## config.mk

```make
export PLATFORM = sky130hd
export DESIGN_NAME = mem_wb_register_flat
export DESIGN_NICKNAME = d
export VERILOG_FILES = /design/src/rtl/mem_wb_register_pkg.sv /design/src/rtl/mem_wb_register_if.sv /design/src/rtl/mem_wb_register_load_aligner.sv /design/src/rtl/mem_wb_register.sv /design/src/flat_wrapper.sv
export SDC_FILE = /design/constraint.sdc
export NUM_CORES = 1
export LEC_CHECK = 0
export ABC_AREA = 1
export CORE_MARGIN = 3
export CORE_UTILIZATION = 40
export CTS_BUF_LIST = sky130_fd_sc_hd__clkbuf_16
export DETAILED_ROUTE_END_ITERATION = 10
export PLACE_DENSITY_LB_ADDON = 0.15
export SYNTH_ARGS = -nofsm -noshare
export SYNTH_HDL_FRONTEND = slang
export SYNTH_SLANG_ARGS = --single-unit
export TNS_END_PERCENT = 50
```

## constraint.sdc

```tcl
create_clock -name clk -period 2.25 [get_ports clk]
set_input_delay 0.5625 -clock clk [delete_from_list [all_inputs] [get_ports clk]]
set_output_delay 0.5625 -clock clk [all_outputs]
set_load 0.01 [all_outputs]
```

## src/rtl/mem_wb_register_pkg.sv

```systemverilog
// -----------------------------------------------------------------------------
// mem_wb_register_pkg
// Shared definitions for the MEM/WB pipeline register slice: load-size
// encodings, the hard-wired zero register index and default widths.
// No ports.
// -----------------------------------------------------------------------------
package mem_wb_register_pkg;

   localparam int N_BITS_DEFAULT        = 32;
   localparam int REG_ADDR_BITS_DEFAULT = 5;

   // Register $0 always reads zero and is never written
   localparam int ZERO_REG = 0;

   // Load size as carried down the pipeline from decode
   typedef enum logic [1:0] {
      LOAD_WORD = 2'b00,
      LOAD_HALF = 2'b01,
      LOAD_BYTE = 2'b10,
      LOAD_RSVD = 2'b11   // reserved, handled like a word load
   } load_size_e;

endpackage : mem_wb_register_pkg

```

## src/rtl/mem_wb_register_if.sv

```systemverilog
// -----------------------------------------------------------------------------
// mem_wb_register_if
// Bundles the MEM-side inputs, the pipeline control (Stall/Flush) and the
// WB-side outputs of the MEM/WB register.
//   master : MEM stage / hazard unit side (drives MEM_*, Stall, Flush)
//   slave  : the pipeline register itself (drives WB_*)
// -----------------------------------------------------------------------------
interface mem_wb_register_if
   import mem_wb_register_pkg::*;
#(
   parameter int N_BITS        = N_BITS_DEFAULT,
   parameter int REG_ADDR_BITS = REG_ADDR_BITS_DEFAULT
);
   // Pipeline control
   logic                     Stall;
   logic                     Flush;
   // MEM stage inputs
   logic                     MEM_Valid;
   logic                     MEM_RegWrite;
   logic                     MEM_MemtoReg;
   logic [1:0]               MEM_Load_Size;
   logic                     MEM_Load_Unsigned;
   logic [REG_ADDR_BITS-1:0] MEM_Write_Register;
   logic [N_BITS-1:0]        MEM_ALU_Result;
   logic [N_BITS-1:0]        MEM_Read_Data;
   // WB stage outputs
   logic                     WB_Valid;
   logic                     WB_RegWrite;
   logic [N_BITS-1:0]        WB_MemtoReg_Selector;
   logic [REG_ADDR_BITS-1:0] WB_Write_Register;
   logic [N_BITS-1:0]        WB_ALU_Result;
   logic [N_BITS-1:0]        WB_Load_Data;
   logic                     WB_Misaligned;

   modport master (
      output Stall, Flush, MEM_Valid, MEM_RegWrite, MEM_MemtoReg, MEM_Load_Size,
             MEM_Load_Unsigned, MEM_Write_Register, MEM_ALU_Result, MEM_Read_Data,
      input  WB_Valid, WB_RegWrite, WB_MemtoReg_Selector, WB_Write_Register,
             WB_ALU_Result, WB_Load_Data, WB_Misaligned
   );

   modport slave (
      input  Stall, Flush, MEM_Valid, MEM_RegWrite, MEM_MemtoReg, MEM_Load_Size,
             MEM_Load_Unsigned, MEM_Write_Register, MEM_ALU_Result, MEM_Read_Data,
      output WB_Valid, WB_RegWrite, WB_MemtoReg_Selector, WB_Write_Register,
             WB_ALU_Result, WB_Load_Data, WB_Misaligned
   );

endinterface : mem_wb_register_if

```

## src/rtl/mem_wb_register_load_aligner.sv

```systemverilog
// -----------------------------------------------------------------------------
// mem_wb_register_load_aligner
// Purely combinational sub-word load alignment. Selects the addressed
// halfword/byte lane of the raw memory word and sign- or zero-extends it.
// Ports:
//   read_data_i   raw word from data memory
//   offset_i      byte offset, address bits [1:0]
//   size_i        load size (word / half / byte / reserved=word)
//   unsigned_i    1 = zero-extend, 0 = sign-extend
//   load_data_o   aligned, extended data
//   misaligned_o  access not naturally aligned for its size (unqualified)
// -----------------------------------------------------------------------------
module mem_wb_register_load_aligner
   import mem_wb_register_pkg::*;
#(
   parameter int N_BITS = N_BITS_DEFAULT
) (
   input  logic [N_BITS-1:0] read_data_i,
   input  logic [1:0]        offset_i,
   input  logic [1:0]        size_i,
   input  logic              unsigned_i,
   output logic [N_BITS-1:0] load_data_o,
   output logic              misaligned_o
);

   logic [15:0] half_s;
   logic [7:0]  byte_s;

   // Lane selection, extension and natural-alignment check
   always_comb begin
      half_s       = offset_i[1] ? read_data_i[31:16] : read_data_i[15:0];
      byte_s       = read_data_i[{offset_i, 3'b000} +: 8];
      load_data_o  = read_data_i;
      misaligned_o = 1'b0;
      case (load_size_e'(size_i))
         LOAD_HALF: begin
            load_data_o  = {{(N_BITS-16){~unsigned_i & half_s[15]}}, half_s};
            misaligned_o = offset_i[0];
         end
         LOAD_BYTE: begin
            load_data_o  = {{(N_BITS-8){~unsigned_i & byte_s[7]}}, byte_s};
            misaligned_o = 1'b0;
         end
         default: begin
            // Word and the reserved encoding: full word, must be word aligned
            load_data_o  = read_data_i;
            misaligned_o = (offset_i != 2'b00);
         end
      endcase
   end

endmodule : mem_wb_register_load_aligner

```

## src/rtl/mem_wb_register.sv

```systemverilog
// -----------------------------------------------------------------------------
// mem_wb_register
// MEM/WB pipeline register. Captures ALU result, aligned load data and WB
// control at the end of MEM; one cycle latency. Priority on each edge:
// reset > Flush (bubble) > Stall (hold) > load.
// Ports:
//   clk    rising-edge clock
//   reset  synchronous, active-low reset
//   bus    mem_wb_register_if.slave: Stall/Flush, MEM_* inputs, WB_* outputs
// -----------------------------------------------------------------------------
module mem_wb_register
   import mem_wb_register_pkg::*;
#(
   parameter int N_BITS        = N_BITS_DEFAULT,
   parameter int REG_ADDR_BITS = REG_ADDR_BITS_DEFAULT
) (
   input  logic                  clk,
   input  logic                  reset,
   mem_wb_register_if.slave      bus
);

   logic [N_BITS-1:0]        aligned_s;
   logic                     mis_raw_s;
   logic                     misaligned_s;
   logic                     regwrite_s;
   logic [N_BITS-1:0]        load_data_s;

   logic                     valid_d,    valid_q;
   logic                     regwrite_d, regwrite_q;
   logic                     memtoreg_d, memtoreg_q;
   logic [REG_ADDR_BITS-1:0] rd_d,       rd_q;
   logic [N_BITS-1:0]        alu_d,      alu_q;
   logic [N_BITS-1:0]        load_d,     load_q;
   logic                     mis_d,      mis_q;

   mem_wb_register_load_aligner #(.N_BITS(N_BITS)) u_aligner (
      .read_data_i  (bus.MEM_Read_Data),
      .offset_i     (bus.MEM_ALU_Result[1:0]),
      .size_i       (bus.MEM_Load_Size),
      .unsigned_i   (bus.MEM_Load_Unsigned),
      .load_data_o  (aligned_s),
      .misaligned_o (mis_raw_s)
   );

   // Misalignment only matters for a real load; it kills data and write enable
   always_comb begin
      misaligned_s = bus.MEM_Valid & bus.MEM_MemtoReg & mis_raw_s;
      regwrite_s   = bus.MEM_RegWrite & bus.MEM_Valid & ~misaligned_s &
                     (bus.MEM_Write_Register != REG_ADDR_BITS'(ZERO_REG));
      if (misaligned_s) begin
         load_data_s = '0;
      end else begin
         load_data_s = aligned_s;
      end
   end

   // Next-state selection: bubble beats hold beats capture
   always_comb begin
      valid_d    = valid_q;
      regwrite_d = regwrite_q;
      memtoreg_d = memtoreg_q;
      rd_d       = rd_q;
      alu_d      = alu_q;
      load_d     = load_q;
      mis_d      = mis_q;
      if (bus.Flush) begin
         valid_d    = 1'b0;
         regwrite_d = 1'b0;
         memtoreg_d = 1'b0;
         rd_d       = '0;
         alu_d      = '0;
         load_d     = '0;
         mis_d      = 1'b0;
      end else if (bus.Stall) begin
         valid_d    = valid_q;
         regwrite_d = regwrite_q;
         memtoreg_d = memtoreg_q;
         rd_d       = rd_q;
         alu_d      = alu_q;
         load_d     = load_q;
         mis_d      = mis_q;
      end else begin
         valid_d    = bus.MEM_Valid;
         regwrite_d = regwrite_s;
         memtoreg_d = bus.MEM_MemtoReg;
         rd_d       = bus.MEM_Write_Register;
         alu_d      = bus.MEM_ALU_Result;
         load_d     = load_data_s;
         mis_d      = misaligned_s;
      end
   end

   // Stage registers with synchronous active-low reset
   always_ff @(posedge clk) begin
      if (!reset) begin
         valid_q    <= 1'b0;
         regwrite_q <= 1'b0;
         memtoreg_q <= 1'b0;
         rd_q       <= '0;
         alu_q      <= '0;
         load_q     <= '0;
         mis_q      <= 1'b0;
      end else begin
         valid_q    <= valid_d;
         regwrite_q <= regwrite_d;
         memtoreg_q <= memtoreg_d;
         rd_q       <= rd_d;
         alu_q      <= alu_d;
         load_q     <= load_d;
         mis_q      <= mis_d;
      end
   end

   assign bus.WB_Valid             = valid_q;
   assign bus.WB_RegWrite          = regwrite_q;
   // The write-back mux takes a full-width selector
   assign bus.WB_MemtoReg_Selector = {N_BITS{memtoreg_q}};
   assign bus.WB_Write_Register    = rd_q;
   assign bus.WB_ALU_Result        = alu_q;
   assign bus.WB_Load_Data         = load_q;
   assign bus.WB_Misaligned        = mis_q;

endmodule : mem_wb_register

```

## src/flat_wrapper.sv

```systemverilog
// flat-port wrapper written by rule: the top's interface ports become plain ports
module mem_wb_register_flat import mem_wb_register_pkg::*;
#(
   parameter int N_BITS        = N_BITS_DEFAULT,
   parameter int REG_ADDR_BITS = REG_ADDR_BITS_DEFAULT
)
  (clk, reset, bus_Stall, bus_Flush, bus_MEM_Valid, bus_MEM_RegWrite, bus_MEM_MemtoReg, bus_MEM_Load_Size, bus_MEM_Load_Unsigned, bus_MEM_Write_Register, bus_MEM_ALU_Result, bus_MEM_Read_Data, bus_WB_Valid, bus_WB_RegWrite, bus_WB_MemtoReg_Selector, bus_WB_Write_Register, bus_WB_ALU_Result, bus_WB_Load_Data, bus_WB_Misaligned);
  mem_wb_register_if #(.N_BITS(N_BITS), .REG_ADDR_BITS(REG_ADDR_BITS)) bus_i ();
  input  logic clk;
  input  logic reset;
  input wire logic [$bits(bus_i.Stall)-1:0] bus_Stall;
  input wire logic [$bits(bus_i.Flush)-1:0] bus_Flush;
  input wire logic [$bits(bus_i.MEM_Valid)-1:0] bus_MEM_Valid;
  input wire logic [$bits(bus_i.MEM_RegWrite)-1:0] bus_MEM_RegWrite;
  input wire logic [$bits(bus_i.MEM_MemtoReg)-1:0] bus_MEM_MemtoReg;
  input wire logic [$bits(bus_i.MEM_Load_Size)-1:0] bus_MEM_Load_Size;
  input wire logic [$bits(bus_i.MEM_Load_Unsigned)-1:0] bus_MEM_Load_Unsigned;
  input wire logic [$bits(bus_i.MEM_Write_Register)-1:0] bus_MEM_Write_Register;
  input wire logic [$bits(bus_i.MEM_ALU_Result)-1:0] bus_MEM_ALU_Result;
  input wire logic [$bits(bus_i.MEM_Read_Data)-1:0] bus_MEM_Read_Data;
  output wire logic [$bits(bus_i.WB_Valid)-1:0] bus_WB_Valid;
  output wire logic [$bits(bus_i.WB_RegWrite)-1:0] bus_WB_RegWrite;
  output wire logic [$bits(bus_i.WB_MemtoReg_Selector)-1:0] bus_WB_MemtoReg_Selector;
  output wire logic [$bits(bus_i.WB_Write_Register)-1:0] bus_WB_Write_Register;
  output wire logic [$bits(bus_i.WB_ALU_Result)-1:0] bus_WB_ALU_Result;
  output wire logic [$bits(bus_i.WB_Load_Data)-1:0] bus_WB_Load_Data;
  output wire logic [$bits(bus_i.WB_Misaligned)-1:0] bus_WB_Misaligned;
  assign bus_i.Stall = bus_Stall;
  assign bus_i.Flush = bus_Flush;
  assign bus_i.MEM_Valid = bus_MEM_Valid;
  assign bus_i.MEM_RegWrite = bus_MEM_RegWrite;
  assign bus_i.MEM_MemtoReg = bus_MEM_MemtoReg;
  assign bus_i.MEM_Load_Size = bus_MEM_Load_Size;
  assign bus_i.MEM_Load_Unsigned = bus_MEM_Load_Unsigned;
  assign bus_i.MEM_Write_Register = bus_MEM_Write_Register;
  assign bus_i.MEM_ALU_Result = bus_MEM_ALU_Result;
  assign bus_i.MEM_Read_Data = bus_MEM_Read_Data;
  assign bus_WB_Valid = bus_i.WB_Valid;
  assign bus_WB_RegWrite = bus_i.WB_RegWrite;
  assign bus_WB_MemtoReg_Selector = bus_i.WB_MemtoReg_Selector;
  assign bus_WB_Write_Register = bus_i.WB_Write_Register;
  assign bus_WB_ALU_Result = bus_i.WB_ALU_Result;
  assign bus_WB_Load_Data = bus_i.WB_Load_Data;
  assign bus_WB_Misaligned = bus_i.WB_Misaligned;
  mem_wb_register #(.N_BITS(N_BITS), .REG_ADDR_BITS(REG_ADDR_BITS)) u_core (.clk(clk), .reset(reset), .bus(bus_i));
endmodule
```

==> results, run 1 <==
- The sequential-to-total area share from yosys stat is 40.2%.
- The flow ran to the end, and the final reports show no timing, DRC or antenna violations.
- The number of pins with negative max-slew slack in the final report is 0.
- The total number of vias is 3873.
- The clock-pin slew reported for the worst setup and hold paths after clock tree synthesis is 0.06 ns.
- For the pin with the worst max-slew slack, the measured transition is 0.695 ns.
- The post-synthesis cell type with the largest combined area is dfxtp_1.
- The global route total overflow is 0.
- The number of distinct library cell variants in the gate-level netlist after synthesis is 27.
- Between clock sinks in the finished design, the worst skew comes to 0 ns.
- For this run, the slowest stage of the critical path takes 0.59 ns.
- For this run, design rule violations remaining after detail routing come to 0.
- Including well taps, the total number of placed cells is 774.
- The clock latency of the later-clocked register in the worst-skew pair is 0.32 ns.
- The remaining antenna violation count is 0.
- The leading cell type in the layout, fill and taps excluded is clkdlybuf4s50_1.
- The weighted congestion at the end of routability-driven global placement is slightly below 0.9.
- The initial utilization of the core area, before any placement, comes to 41.5%.
- Counting instances, the worst hold path has a depth of 2.
- Setup repair after global routing left no endpoint under its margin.
- Entering global routing, the biggest net connects 69 pins.
- The number of warnings issued by yosys is 0.
- After synthesis the netlist holds a flip-flop and latch count of 73.
- Setup violations remaining at the end of the flow were counted as 0.
- Sorting the synthesized cells by area gives the leading types as dfxtp_1, nand2_1, a21oi_1.
- The number of failing hold endpoints at the final stage is 0.
- The mapped netlist covers approximately 3600 µm².
- The worst register-to-register path has a depth of 2.
- The top-area cell type share of the netlist area is 40.2%.
- The post-synthesis average cell area is roughly 7 µm².
- The capture point of the worst reg-to-reg path is u_core.bus.WB_Load_Data[25].
- The repair_antennas step left the layout with diodes totalling 0.
- STA classifies the critical path endpoint as an output pin.
- The wire length per cell after detailed routing is between 10 and 15 µm.
- The via count of the first global-routing pass is between 3000 and 4000.
- The final net count is 759.
- The count of buffers added by post-CTS timing repair for setup is 0.
- The worst hold path startpoint is u_core.bus.WB_Load_Data[14].
- The worst hold path terminates at u_core.bus.WB_Load_Data[14].
- For this design, the slowest cell found on the critical path is clkdlybuf4s50_1.
- The register-to-register setup slack is about 1.6 ns.
- In the layout the commonest cells are clkdlybuf4s50_1, nand2_1, dfxtp_1.
- Pin placement for this block handled about 180 I/O pins.
- In this run the standard cell core region covers 8760 µm².
- Headroom to the max-slew limit came out at a little over half.
- The worst register-to-register path begins at u_core.bus.WB_Load_Data[25].
- The post-layout minimum cycle time is between 2 and 2.5 ns.
- From bottom edge to top edge, the die measures 101 µm.
- The H-tree was split into 3 levels.
- The first global-routing pass estimated 17500 µm of wire.
- The cell family contributing the most delay on the critical path is buffers and inverters.
- The post-route netlist has 10.7% of its cells at a drive strength greater than 1.
- Along the worst path, the maximum fanout reaches 32.
- The total power divided by cell area is 614 nW/µm².
- Summed over all cells, the static leakage comes to roughly 2.2 nW.
- The floorplan step defined a die boundary enclosing ~10000 µm².
- Yosys mapped a number of flops with a built-in enable equal to 0.
- On the final layout, the worst hold slack is 0.461 ns.
- The classification of the worst setup path is flop to output pin.
- For the worst setup path, the data arrival time is between 1.5 and 2 ns.
- The path class of the tightest hold or removal check is flop to flop.
- The critical path goes through buf_4 -> clkdlybuf4s50_1.
- The HPWL after detailed placement is about 8000 µm.
- The most instantiated flip-flop cell in the synthesis netlist is dfxtp_1.
- The number of standard cells after synthesis is 525.
- The number of buffers created by CTS is 9.
- The max-capacitance violation count is 0.
- The clock passes through at most 2 buffers.
- The finished layout holds approximately 800 standard cells, fillers aside.
- Measured along the x axis, the die boundary spans between 100 and 150 µm.
- Using the TritonRoute via totals, the vias-per-cell ratio works out to 4.90.
- The row count is 34.
- The number of antenna violations at the first check in global routing is 0.
- Input and output buffers added on the ports amount to 182.
- The number of buffers and inverters on the critical path is 2.
- Clock tree synthesis selected as its root buffer the cell clkbuf_16.
- The final layout contains routed wiring with a total length of 11000 µm.
- The clock net in this run drives a total of 73 sinks.
- The required time reported for the critical path endpoint is 1.69 ns.
- Based on the critical path, the design can be clocked at up to 484 MHz.
- The first detailed-routing pass ran for 4 iterations.
- The worst path uses 91.9% of the clock period.
- In this run, post-CTS repair resized a total of 0 instances.
- The area growth from synthesis to layout is 57.6%.
- Across the VDD grid, the largest voltage drop is 470 µV.
- When the netlist entered floorplanning its net count stood at just over 600.
- The fraction of synthesis flops using an asynchronous set or reset pin is 0%.
- STA classifies the critical path startpoint as a flop.
- The total of hold buffers inserted after clock tree synthesis is 0.
- The number of DRC markers after the initial detailed-route iteration is between 100 and 150.
- The overall track demand over capacity in global routing is 21.3%.
- TritonCTS built the clock tree.
==> routing by layer <==
metal | part of all wire (%) | track usage, %
met1 | 42 | 26.3
met2 | 49 | 36.7
met3 | 7.6 | 5.37
met4 | 1.7 | 6.34
met5 | 0 | 0
==> kinds of logic (layout without fill, tap and decap cells) <==
logic type	count (synthesis)	after routing	share of synthesized area (%)
compound gates	101	101	15.9
fa+ha+maj	3	3	1.03
buf+inv	80	237	12.7
flops	73	73	40.2
simple gates	268	268	30.2
==> cells in the mapped netlist, types with 2 or more instances <==
cell type  number
inv_1          13
a21oi_2        10
nand3_4         2
nand2_2        13
buf_4          33
nand2_1       174
o21ai_1         3
o21ai_0        11
buf_2           9
ha_1            3
nor2_1         64
dfxtp_1        73
a21oi_1        64
nor3_1          2
clkbuf_1       19
nand3_2         2
a211oi_1        4
a21boi_0        7
inv_2           2
nand3_1        10
==> per-stage QoR <==
stage / utilization, % / setup TNS [ns] / power (W) / area (µm²) / setup WS [ns]
finish: 65.3 / 0 / 0.00352 / 5730 / 0.182
global route: 65.3 / 0 / 0.00368 / 5730 / 0.0703
CTS: 65.3 / 0 / 0.00355 / 5730 / 0.147
detailed placement: 61.9 / -1.04 / 0.00210 / 5420 / -0.0760
global placement: 61.9 / -0.472 / 0.00209 / 5420 / -0.0527
floorplan: - / 0 / 0.00175 / 3630 / 0.450
==> registers in the layout (all words and copies together), names as in the netlist <==
register / cells
u_core.bus.WB_ALU_Result: 32
u_core.bus.WB_Load_Data: 32
u_core.bus.WB_Misaligned: 1
u_core.bus.WB_RegWrite: 1
u_core.bus.WB_Valid: 1
u_core.bus.WB_Write_Register: 5
u_core.memtoreg_q: 1
==> worst max-delay path by stage <==
stage | cells past startpoint | end | start | slack (ns)
after floorplan | 9 | u_core.bus.WB_Load_Data[22] | bus_MEM_Load_Size[0] | 0.45
after global placement | 11 | u_core.bus.WB_Load_Data[20] | bus_MEM_Load_Size[0] | -0.05
final | 2 | bus_WB_MemtoReg_Selector[29] | u_core.memtoreg_q | 0.18
after detailed placement | 11 | u_core.bus.WB_Load_Data[27] | bus_MEM_Load_Size[0] | -0.08
after CTS | 2 | bus_WB_MemtoReg_Selector[19] | u_core.memtoreg_q | 0.15
after global routing | 2 | bus_WB_MemtoReg_Selector[10] | u_core.memtoreg_q | 0.07
==> where the power goes <==
part           total, W  switching [W]  internal (W)
logic          0.000711       0.000342      0.000369
registers       0.00136      0.0000227       0.00134
clock network   0.00144       0.000576      0.000868
total           0.00352       0.000941       0.00258
==> cell type report <==
cell class                 count  area, µm²
clock buffer                   9        225
clock inverter                 7       77.6
fill                         768       3040
inverter                      16       62.6
multi-input combinational    372       1710
sequential                    73       1460
tap                          108        135
timing repair buffer         205       2050
==> tightest hold or removal path, cell delays in order, from the launching register on <==
cell and delay [ns]:
dfxtp_1 0.31, nand2_1 0.06, a21oi_1 0.05
Note: power is estimated with default switching activity, not from simulation.
==> inputs of run 2 (changes only) <==
CORE_MARGIN = 1.5   (was 3)
==> results, run 2 (same netlist as run 1, synthesis figures left out) <==
- The number of DRC markers after the initial detailed-route iteration is 162.
- The remaining routing DRC violations is 0.
- The classification of the worst setup path is flop to output pin.
- After clock tree synthesis, the repair step resized 0 gates.
- For the pin with the worst max-slew slack, the measured transition is approximately 0.70 ns.
- Setup slack on the worst reg-to-reg path comes out at between 1.5 and 2 ns.
- The root buffer cell is clkbuf_16.
- The tool flagged a number of max-cap violations equal to 0.
- In this run the critical register-to-register path is launched from u_core.bus.WB_Load_Data[13].
- The worst hold path passes through 2 cells.
- The total placed cells including tap cells is 772.
- The antenna cell count is 0.
- For hold timing, the worst endpoint is u_core.bus.WB_ALU_Result[31].
- The number of buffers created by CTS is 9.
- The clock tree from TritonCTS is built.
- The library cells used most frequently in the layout, excluding fill and tap cells, are clkdlybuf4s50_1, nand2_1, dfxtp_1.
- The total number of vias is between 3000 and 4000.
- The total power divided by cell area is between 600 and 700 nW/µm².
- In the final layout, the share of cells above drive strength 1 is a little over a tenth.
- The floorplan step set the die height to 98.3 µm.
- Wire segments on met2 add up to 5320 µm in the final route.
- The number of pins with negative max-slew slack in the final report is 0.
- Setup violations remaining at the end of the flow were counted as 0.
- For this block, wires on met1 add up to ~4700 µm.
- Dividing the detail-routed wire length by the instance count gives 14.0 µm.
- The post-layout minimum cycle time is 2.07 ns.
- In this run the critical register-to-register path is captured at u_core.bus.WB_Load_Data[13].
- The slowest stage of the critical path is the clkdlybuf4s50_1 cell.
- The number of sinks on the clock net is 73.
- The maximum number of pins on one net before global-route repair is 74.
- The final cell count without fillers is 788.
- The overall track demand over capacity in global routing is 22.9%.
- The remaining antenna violation count is 0.
- The library cell used most frequently in the layout, excluding fill and tap cells, is clkdlybuf4s50_1.
- At the end of routability-driven placement, the weighted congestion stood at 0.873.
- The worst-path maximum fanout is 32.
- For this configuration, the core starts out at a cell density of 41.5%.
- After clock tree synthesis, the flow added hold-fix buffers numbering 0.
- The tightest min-delay check is of the flop to flop type.
- The final net count is between 700 and 800.
- Row generation in the floorplan step produced 34 rows.
- The peak supply drop is 353 µV.
- The required time reported for the critical path endpoint is 1.69 ns.
- The number of fill cells is 770.
- The total area inside the core boundary comes to 8760 µm².
- The count of input and output buffers is 182.
- In this run the horizontal extent of the chip is around 100 µm.
- On the final layout, the worst clock skew is 0 ns.
- Setup repair after global routing left no endpoint under its margin.
- Walking the worst path, the cells encountered are buf_4 -> clkdlybuf4s50_1.
- The pre-antenna-repair detailed-routing pass consisted of 4 iterations.
- The sum of met3 wire segment lengths after detailed routing is 726 µm.
- The run finished with clean final reports.
- Post-CTS timing repair inserted 0 buffers for setup.
- For this design the static power due to leakage is ~2.2 nW.
- The first global-routing pass estimated 18100 µm of wire.
- The average via count per standard cell is 4.92.
- For this block, the routed nets add up to around 11000 µm of wire.
- The CTS H-tree depth is 3.
- The hold slack is 0.461 ns.
- The number of antenna violations at the first check in global routing is 0.
- The worst setup path is launched from a flop.
- The utilization after layout is about two thirds.
- The I/O pin count is 183.
- The area overhead of the layout relative to synthesis is 56.8%.
- The number of failing hold endpoints at the final stage is 0.
- The kind of end point of the critical path is an output pin.
- The depth of the most critical reg-to-reg path is 2.
- The worst hold path begins at u_core.bus.WB_ALU_Result[31].
- The via count of the first global-routing pass is 3830.
- The headroom to the max-slew limit is 53.1%.
- For this run, the top clock speed supported by timing is 483 MHz.
- The clock-pin slew reported for the worst setup and hold paths after clock tree synthesis is 0.05 ns.
- The maximum buffer depth of the clock tree is 2.
- The wire-length estimate of the detail-placed layout is between 7000 and 8000 µm.
- The global route total overflow is 0.
- After layout, the worst path uses between 90 and 100% of the clock period.
- The total die area is 9660 µm².
- The delay of the slowest cell on the worst path is 0.60 ns.
- The data arrival time at the worst-slack endpoint is 1.51 ns.
- The uppermost metal layer occupied by signal nets is met4.
- The later pin in the worst-skew pair is clocked with a latency of roughly 0.32 ns.
## run 2: cell types whose count changed in the layout (fill, tap and decap cells not counted), sizes merged
cell / previous run / this run
clkinv: 3 / 2
buf: 24 / 22
clkinvlp: 1 / 2
## run 2: layer usage
layer,up-vias,global-route usage (%)
met5,-,0
met3,34,4.65
li1,1932,-
met2,165,39.3
met4,0,10.3
met1,1748,27.5
## run 2: worst max-delay path by stage
stage | start | endpoint | slack [ns] | cells past startpoint
6_report | u_core.memtoreg_q | bus_WB_MemtoReg_Selector[2] | 0.18 | 2
2_1_floorplan | bus_MEM_Load_Size[0] | u_core.bus.WB_Load_Data[22] | 0.45 | 9
5_1_grt | u_core.memtoreg_q | bus_WB_MemtoReg_Selector[23] | 0.1 | 2
4_1_cts | u_core.memtoreg_q | bus_WB_MemtoReg_Selector[2] | 0.15 | 2
3_5_place_dp | bus_MEM_Load_Size[0] | u_core.bus.WB_Load_Data[25] | -0.05 | 11
3_3_place_gp | bus_MEM_Load_Size[0] | u_core.bus.WB_Load_Data[28] | -0.01 | 11
## run 2: layout make-up
| cell class | count | area, µm² | share of cell area, % |
|---|---|---|---|
| clock buffer | 9 | 225 | 3.95 |
| clock inverter | 7 | 76.3 | 1.34 |
| inverter | 16 | 62.6 | 1.10 |
| multi-input combinational | 372 | 1710 | 30.1 |
| sequential | 73 | 1460 | 25.6 |
| tap | 108 | 135 | 2.37 |
| timing repair buffer | 203 | 2020 | 35.5 |
## run 2: report_power, final
group,internal [W],total (W),switching [W]
clock network,0.000866,0.00144,0.000576
registers,0.00134,0.00136,0.0000236
logic,0.000362,0.000706,0.000344
## run 2: through the flow
step	instance area, µm²	setup slack, ns	TNS (ns)	total power [W]
after global routing	5700	0.0970	0	0.00367
after floorplan	3630	0.450	0	0.00175
final	5700	0.180	0	0.00351
after global placement	5400	-0.0110	-0.0377	0.00209
after CTS	5700	0.151	0	0.00354
after detailed placement	5400	-0.0542	-0.439	0.00209
## run 2: critical path, delay by kind of cell (launching register included)
| kind | cells | cell delay [ns] |
|---|---|---|
| buffers and inverters | 2 | 0.87 |
| flip-flops | 1 | 0.32 |
